File: src/rtl/sysid_check_pkg.sv
// sysid_check_pkg: shared FSM states, Avalon word addresses and stall-counter width
package sysid_check_pkg;
    typedef enum logic [2:0] {IDLE, RD_ID, RD_TS, CHECK, FIN} state_t;
    localparam logic ADDR_ID = 1'b0;
    localparam logic ADDR_TS = 1'b1;
    localparam int   STALL_W = 16;
endpackage

File: src/rtl/sysid_check_master.sv
// sysid_check_master: reads system ID and timestamp over Avalon-MM and checks them against expected values
// Ports: clock/reset (async, active-high), start pulse; avm_address/avm_read/avm_readdata/avm_waitrequest
// master port; busy, done pulse, sticky pass and err_timeout, captured id_value/ts_value.
// Optional read timeout enabled by defining SYSID_CHECK_TIMEOUT_EN.
module sysid_check_master
    import sysid_check_pkg::*;
#(
    parameter logic [31:0]        EXPECTED_ID    = 32'h0000_0000,
    parameter logic [31:0]        EXPECTED_TS    = 32'h5896_920A,
    parameter logic [STALL_W-1:0] TIMEOUT_CYCLES = 16'd255
) (
    input  logic        clock,
    input  logic        reset,
    input  logic        start,
    output logic        avm_address,
    output logic        avm_read,
    input  logic [31:0] avm_readdata,
    input  logic        avm_waitrequest,
    output logic        busy,
    output logic        done,
    output logic        pass,
    output logic        err_timeout,
    output logic [31:0] id_value,
    output logic [31:0] ts_value
);
`ifdef SYSID_CHECK_TIMEOUT_EN
    localparam bit TO_EN = 1'b1;
`else
    localparam bit TO_EN = 1'b0;
`endif
    state_t state, next;
    logic [STALL_W-1:0] stall_cnt;
    logic ack, timeout_hit, entering;
    always_comb begin
        avm_read    = (state == RD_ID) || (state == RD_TS);
        avm_address = (state == RD_TS) ? ADDR_TS : ADDR_ID;
        ack         = avm_read && !avm_waitrequest;
        // a read that accepts data never times out, even on the limit cycle
        timeout_hit = TO_EN && avm_read && avm_waitrequest && (stall_cnt >= TIMEOUT_CYCLES);
        next        = state;
        case (state)
            IDLE:    next = start ? RD_ID : IDLE;
            RD_ID:   next = ack ? RD_TS : timeout_hit ? FIN : RD_ID;
            RD_TS:   next = ack ? CHECK : timeout_hit ? FIN : RD_TS;
            CHECK:   next = FIN;
            default: next = IDLE;
        endcase
        entering = (next != state) && ((next == RD_ID) || (next == RD_TS));
    end
    always_ff @(posedge clock or posedge reset) begin
        if (reset) begin
            state     <= IDLE;
            stall_cnt <= '0;
            busy      <= 1'b0;
            done      <= 1'b0;
            pass      <= 1'b0;
            id_value  <= '0;
            ts_value  <= '0;
        end else begin
            state     <= next;
            done      <= (state == FIN);
            stall_cnt <= entering ? '0 :
                         (avm_read && avm_waitrequest && !(&stall_cnt)) ? stall_cnt + 1'b1 : stall_cnt;
            if (state == IDLE && start) begin
                busy <= 1'b1;
                pass <= 1'b0;
            end
            if (state == FIN) busy <= 1'b0;
            if (state == RD_ID && ack) id_value <= avm_readdata;
            if (state == RD_TS && ack) ts_value <= avm_readdata;
            if (state == CHECK) pass <= (id_value == EXPECTED_ID) && (ts_value == EXPECTED_TS);
            if (timeout_hit) pass <= 1'b0;
        end
    end
`ifdef SYSID_CHECK_TIMEOUT_EN
    always_ff @(posedge clock or posedge reset) begin
        if (reset) err_timeout <= 1'b0;
        else if (state == IDLE && start) err_timeout <= 1'b0;
        else if (timeout_hit) err_timeout <= 1'b1;
    end
`else
    assign err_timeout = 1'b0;
`endif
endmodule

File: config.mk
export PLATFORM = sky130hd
export DESIGN_NAME = sysid_check_master
export DESIGN_NICKNAME = d
export VERILOG_FILES = /design/src/rtl/sysid_check_pkg.sv /design/src/rtl/sysid_check_master.sv
export SDC_FILE = /design/constraint.sdc
export NUM_CORES = 1
export LEC_CHECK = 0
export CAP_MARGIN = 20
export CORE_AREA = 2 2 81 91
export DETAILED_ROUTE_END_ITERATION = 6
export DIE_AREA = 0 0 83 93
export PLACE_DENSITY = 0.79
export SYNTH_ARGS = -nofsm -noshare
export SYNTH_HDL_FRONTEND = slang
export SYNTH_SLANG_ARGS = --single-unit
File: constraint.sdc
create_clock -name clock -period 3.1 [get_ports clock]
set_input_delay 0.62 -clock clock [delete_from_list [all_inputs] [get_ports clock]]
set_output_delay 0.62 -clock clock [all_outputs]
set_load 0.02 [all_outputs]
==> flow_summary_export.csv, run 1 <==
group,metric,value,unit
route,final_antenna_net_count,0,
power,seqPwrFrac,36.8,%
timing,fin_crit,2410,ps
route,drc,0,
synthesis,ys_ff_latch,70,
grt,grt_pass1_vias,2124,
clock_network,root_buffer,"clkbuf_8",
finish,layout_commonest_cell,"clkdlybuf4s50_1",
timing,tns,0,ps
power,pwr-share-comb,50.3,%
route,finalWirelength,7.07,mm
finish,final_util,62.0,%
outcome,status,"complete, no violations",
critical_path,startpoint_type,"flop",
clock_network,clock_path_buffers,2,
clock_network,cts.htree.levels,3,
synthesis,ys_seq_area_share,58.3,%
timing,finalClockSkew,7.87,ps
job,drv_cap,0,
synthesis,synth.cell_area,3010,um^2
synthesis,synthCells,187,
power,ir_drop,0.611,mV
synthesis,synthDistinctLibCells,31,
timing,rsz0062_at_grt,"no",
floorplan,rows,32,
grt,grt_use_total,19.2,%
placed_design,port_buffers,104,
timing,whs,504,ps
floorplan,die_y,93,um
finish,final_cell_mix,"104 x clkdlybuf4s50_1, 70 x dfrtp_1, 34 x mux2_2",
timing,setup_viol,0,
placed_design,postPlaceCellArea,4080,um^2
critical_path,crit_path_start,"state[1]$_DFF_PP0_",
timing,fmax,416,MHz
clock_network,cts_hold_buf,0,
placed_design,place_congestion,0.796,
floorplan,core-area,6850,um^2
critical_path,crit_chain,"nor3b_4, clkdlybuf4s50_1",
synthesis,yosys_warnings,0,
finish,drive_gt1_share,29.7,%
hold_path,hold_class,"reg -> reg",
clock_network,cts.sinks,70,
timing,report.final.slew_viol_count,0,
timing,fin_crit_sh,77.6,%
critical_path,cp-end-kind,"output pin",
critical_path,critical_path_required,2480,ps
finish,diodes,0,
finish,stdcell_area,4250,um^2
critical_path,cp_max_fo,9,
finish,num-fill-cells,550,
clock_network,clk_pin_slew,70,ps
power,p_int,3.08,mW
hold_path,worstHoldStart,"busy$_DFFE_PP0P_",
power,power_density,1150,nW/um^2
synthesis,syn_avg_cell_area,16.1,um^2
route,viasPerCell,5.13,
floorplan,die_area,7720,um^2
timing,maxSlewHeadroom,65.7,%
critical_path,critPathArrivalTime,1790,ps
timing,worst_pin_slew,508,ps
critical_path,crit_slowest_cell,"clkdlybuf4s50_1",
timing,finalHoldViolCount,0,
grt,grt_pass1_wl,11.4,mm
grt,antenna_found_initial,0,
route,drt_iter0_drc,55,
finish,syn2layout_area_growth,41.3,%
grt,grt-ovfl-total,0,
clock_network,post_cts_buffers,0,
route,dr.pass1.iters,3,
placed_design,post-dp-hpwl,5.33,mm
critical_path,max_stage_delay,640,ps
clock_network,cts_tree,"built",
finish,ff_latch_area,1750,um^2
clock_network,post_cts_resized,0,
clock_network,insertion_delay,330,ps
finish,fin_nets,334,
power,p_sw,1.81,mW
route,vias,1990,
grt,grt_max_degree,28,
critical_path,setup.worst_path.class,"reg -> out",
floorplan,io_pins,106,
synthesis,syn_nets,223,
floorplan,die_x,83,um
route,wl_per_cell,18.2,um
power,p_total,4.89,mW
clock_network,cts_buffers,9,
power,switching_share,37.1,%
critical_path,reg2reg_from,"state[1]$_DFF_PP0_",
power,clkPwrFrac,13.0,%
finish,multi_input_area,1130,um^2
power,power.leakage,1.76,nW
floorplan,initial_core_util,43.9,%
[path summary, 6_finish.rpt]
path                            cells past startpoint                       end  slack (ps)
max in group asynchronous                           3   ts_value[9]$_DFFE_PP0N_        1720
worst max-delay path                                2               avm_address         690
worst min-delay path                                2          busy$_DFFE_PP0P_         500
worst min register to register                      2          busy$_DFFE_PP0P_         500
worst max register to register                      4  ts_value[10]$_DFFE_PP0N_        1300
min in group asynchronous                           2  id_value[12]$_DFFE_PP0P_         640
[power groups by stage]
stage | sequential [mW] | clock [mW] | combinational (mW)
6_report | 1.80 | 0.635 | 2.46
3_5_place_dp | 1.81 | 0 | 2.47
4_1_cts | 1.80 | 0.645 | 2.49
3_3_place_gp | 1.80 | 0 | 2.43
2_1_floorplan | 2.21 | 0 | 0.919
5_1_grt | 1.87 | 0.698 | 2.58
[registers in the layout (all words and copies together), names as in the netlist]
signal / flops
busy: 1
done: 1
state: 3
id_value: 32
pass: 1
ts_value: 32
[worst max-delay path, delay by kind of cell, from the launching register on]
family	cells	cell delay [ps]
simple gates	1	280
flops	1	530
buf+inv	1	640
[stage by stage]
stage / setup WS [ps] / instances
after floorplan: 712 / 187
after global placement: 821 / 372
after detailed placement: 774 / 372
after CTS: 681 / 388
after global routing: 595 / 388
final: 694 / 388
[cells in the mapped netlist, drive strengths merged]
cell type  number  area, um^2
dfrtp          70        1750
mux2           64         833
buf            10         118
nor4            9        56.3
nor2            4        15.0
nand2           3        11.3
nand4           3        18.8
nor3b           3        33.8
nor4b           3        26.3
nor4bb          2        20.0
o21ai           2        10.0
a21oi           1        5.00
and3b           1        10.0
conb            1        3.75
inv             1        3.75
nand2b          1        6.26
nand3           1        5.00
nor2b           1        13.8
nor3            1        16.3
o311ai          1        8.76
or2             1        6.26
or3             1        6.26
or4             1        7.51
or4b            1        10.0
xnor2           1        8.76
[cells by family after synthesis]
| group | Yosys count | share of synthesized area (%) |
|---|---|---|
| compound gates | 4 | 0.791 |
| other cells | 1 | 0.125 |
| buf+inv | 11 | 4.04 |
| xor+xnor | 1 | 0.291 |
| mux | 64 | 27.7 |
| simple gates | 36 | 8.74 |
| flops | 70 | 58.3 |
[area by class of cell]
class	count	share of cell area (%)
multi-input combinational	106	26.7
inverter	1	0.0884
clock inverter	4	0.530
timing repair buffer	110	25.6
tap	85	2.50
clock buffer	12	3.42
sequential	70	41.2
[metal layers]
layer  up-vias  wire (um)  track usage, %
met1      1011       3010            23.6
li1        903          -               -
met4         0        148            7.65
met3        13        340            4.77
met2        63       3580            32.7
met5         -          0               0
Power figures use the tool's default switching activity.
==> inputs of run 2 (changes only) <==
Clock period 3.1 ns to 2.4 ns, I/O delays scaled along.
==> flow_summary_export.csv, run 2 (synthesis results as in run 1) <==
group,metric,value,unit
outcome,status,"complete, no violations",
placed_design,dp.cells,370,
clock_network,insertion_delay,340,ps
job,drv_cap,0,
timing,report.final.slew_viol_count,0,
timing,fmax,441,MHz
timing,finalClockSkew,9.37,ps
clock_network,clk_pin_slew,80,ps
route,vias,1968,
hold_path,hold_class,"in -> async",
clock_network,clock_path_buffers,2,
timing,fin_crit_sh,94.6,%
finish,drive_gt1_share,29.3,%
floorplan,die_y,93,um
grt,grt_pass1_wl,11.2,mm
finish,stdcell_area,4280,um^2
timing,worst_pin_slew,593,ps
clock_network,post_cts_buffers,0,
timing,fin_crit,2270,ps
power,power.leakage,1.76,nW
clock_network,cts.sinks,70,
finish,instances_no_fill,385,
timing,rsz0062_at_grt,"no",
critical_path,cp_max_fo,9,
grt,grt-ovfl-total,0,
timing,finalHoldViolCount,0,
floorplan,core-area,6850,um^2
route,drc,0,
clock_network,cts_buffers,9,
timing,whs,499,ps
grt,grt_pass1_vias,2158,
grt,grt_max_degree,46,
finish,syn2layout_area_growth,42.4,%
finish,diodes,0,
placed_design,postPlaceCellArea,4090,um^2
critical_path,critPathArrivalTime,1790,ps
route,wl_per_cell,18.0,um
placed_design,post-dp-hpwl,5.15,mm
timing,tns,0,ps
timing,maxSlewHeadroom,59.9,%
finish,layout_commonest_cell,"clkdlybuf4s50_1",
critical_path,reg2reg_depth,4,
finish,fin_nets,332,
floorplan,io_pins,106,
grt,antenna_found_initial,0,
floorplan,rows,32,
power,ir_drop,0.785,mV
grt,grt_use_total,19.1,%
critical_path,startpoint_type,"flop",
clock_network,cts_tree,"built",
route,drt_iter0_drc,50,
route,viasPerCell,5.11,
floorplan,die_x,83,um
critical_path,critical_path_required,1920,ps
critical_path,cp-end-kind,"output pin",
finish,largestRegisters,"id_value (32), ts_value (32), state (3)",
clock_network,cts_hold_buf,0,
placed_design,port_buffers,104,
clock_network,post_cts_resized,0,
route,final_antenna_net_count,0,
floorplan,die_area,7720,um^2
clock_network,cts.htree.levels,3,
floorplan,initial_core_util,43.9,%
critical_path,setup.worst_path.class,"reg -> out",
critical_path,worstReg2RegEnd,"pass$_DFFE_PP0P_",
critical_path,reg2reg_slack,580,ps
critical_path,reg2reg_from,"id_value[3]$_DFFE_PP0P_",
timing,setup_viol,0,
finish,final_cell_mix,"104 x clkdlybuf4s50_1, 70 x dfrtp_1, 34 x mux2_2",
placed_design,place_congestion,0.765,
route,dr.pass1.iters,4,
clock_network,root_buffer,"clkbuf_8",
route,finalWirelength,6.93,mm
power,power_density,1500,nW/um^2
[run 2: cell count changes in the layout (fill, tap and decap cells not counted)]
cell	before	now
buf_4	6	2
buf_12	0	2
bufinv_16	0	1
clkbuf_1	2	1
clkinv_2	3	2
[run 2: area by class of cell]
cell class | instances | area, um^2
Clock buffer | 11 | 141
Clock inverter | 4 | 47.5
Fill cell | 535 | 2570
Inverter | 1 | 3.75
Multi-Input combinational cell | 106 | 1130
Sequential cell | 70 | 1750
Tap cell | 85 | 106
Timing Repair Buffer | 108 | 1100
[run 2: per-layer routing]
layer	GRT usage, %	vias up	share of wire (%)
li1	-	902	-
met1	22.7	991	42
met2	32.5	62	50
met3	4.50	13	4.5
met4	9.97	0	2.9
met5	0	-	0
[run 2: how the worst max path moves through the flow]
stage,start,to,slack (ps)
floorplan,reset,busy$_DFFE_PP0P_,150
global placement,avm_waitrequest,id_value[31]$_DFFE_PP0P_,340
detailed placement,avm_waitrequest,id_value[21]$_DFFE_PP0P_,320
CTS,state[1]$_DFF_PP0_,avm_address,100
global route,state[1]$_DFF_PP0_,avm_address,30
finish,state[1]$_DFF_PP0_,avm_address,130
[run 2: power breakdown]
group,switching [mW],internal (mW),leakage [nW]
clock network,0.422,0.499,0.0952
logic,1.37,1.82,0.831
registers,0.535,1.77,0.837
total,2.32,4.09,1.76
[run 2: worst max-delay path, stage by stage, from the launching register on]
cell and delay [ps]:
dfrtp_1 530, nor3b_4 280, clkdlybuf4s50_1 640
[run 2: metrics by stage]
step	total power, mW	util (%)	setup slack (ps)
floorplan	4.05	-	152
global placement	5.48	59.7	343
detailed placement	5.55	59.7	321
CTS	6.48	62.5	102
global route	6.75	62.5	32.9
finish	6.42	62.5	130
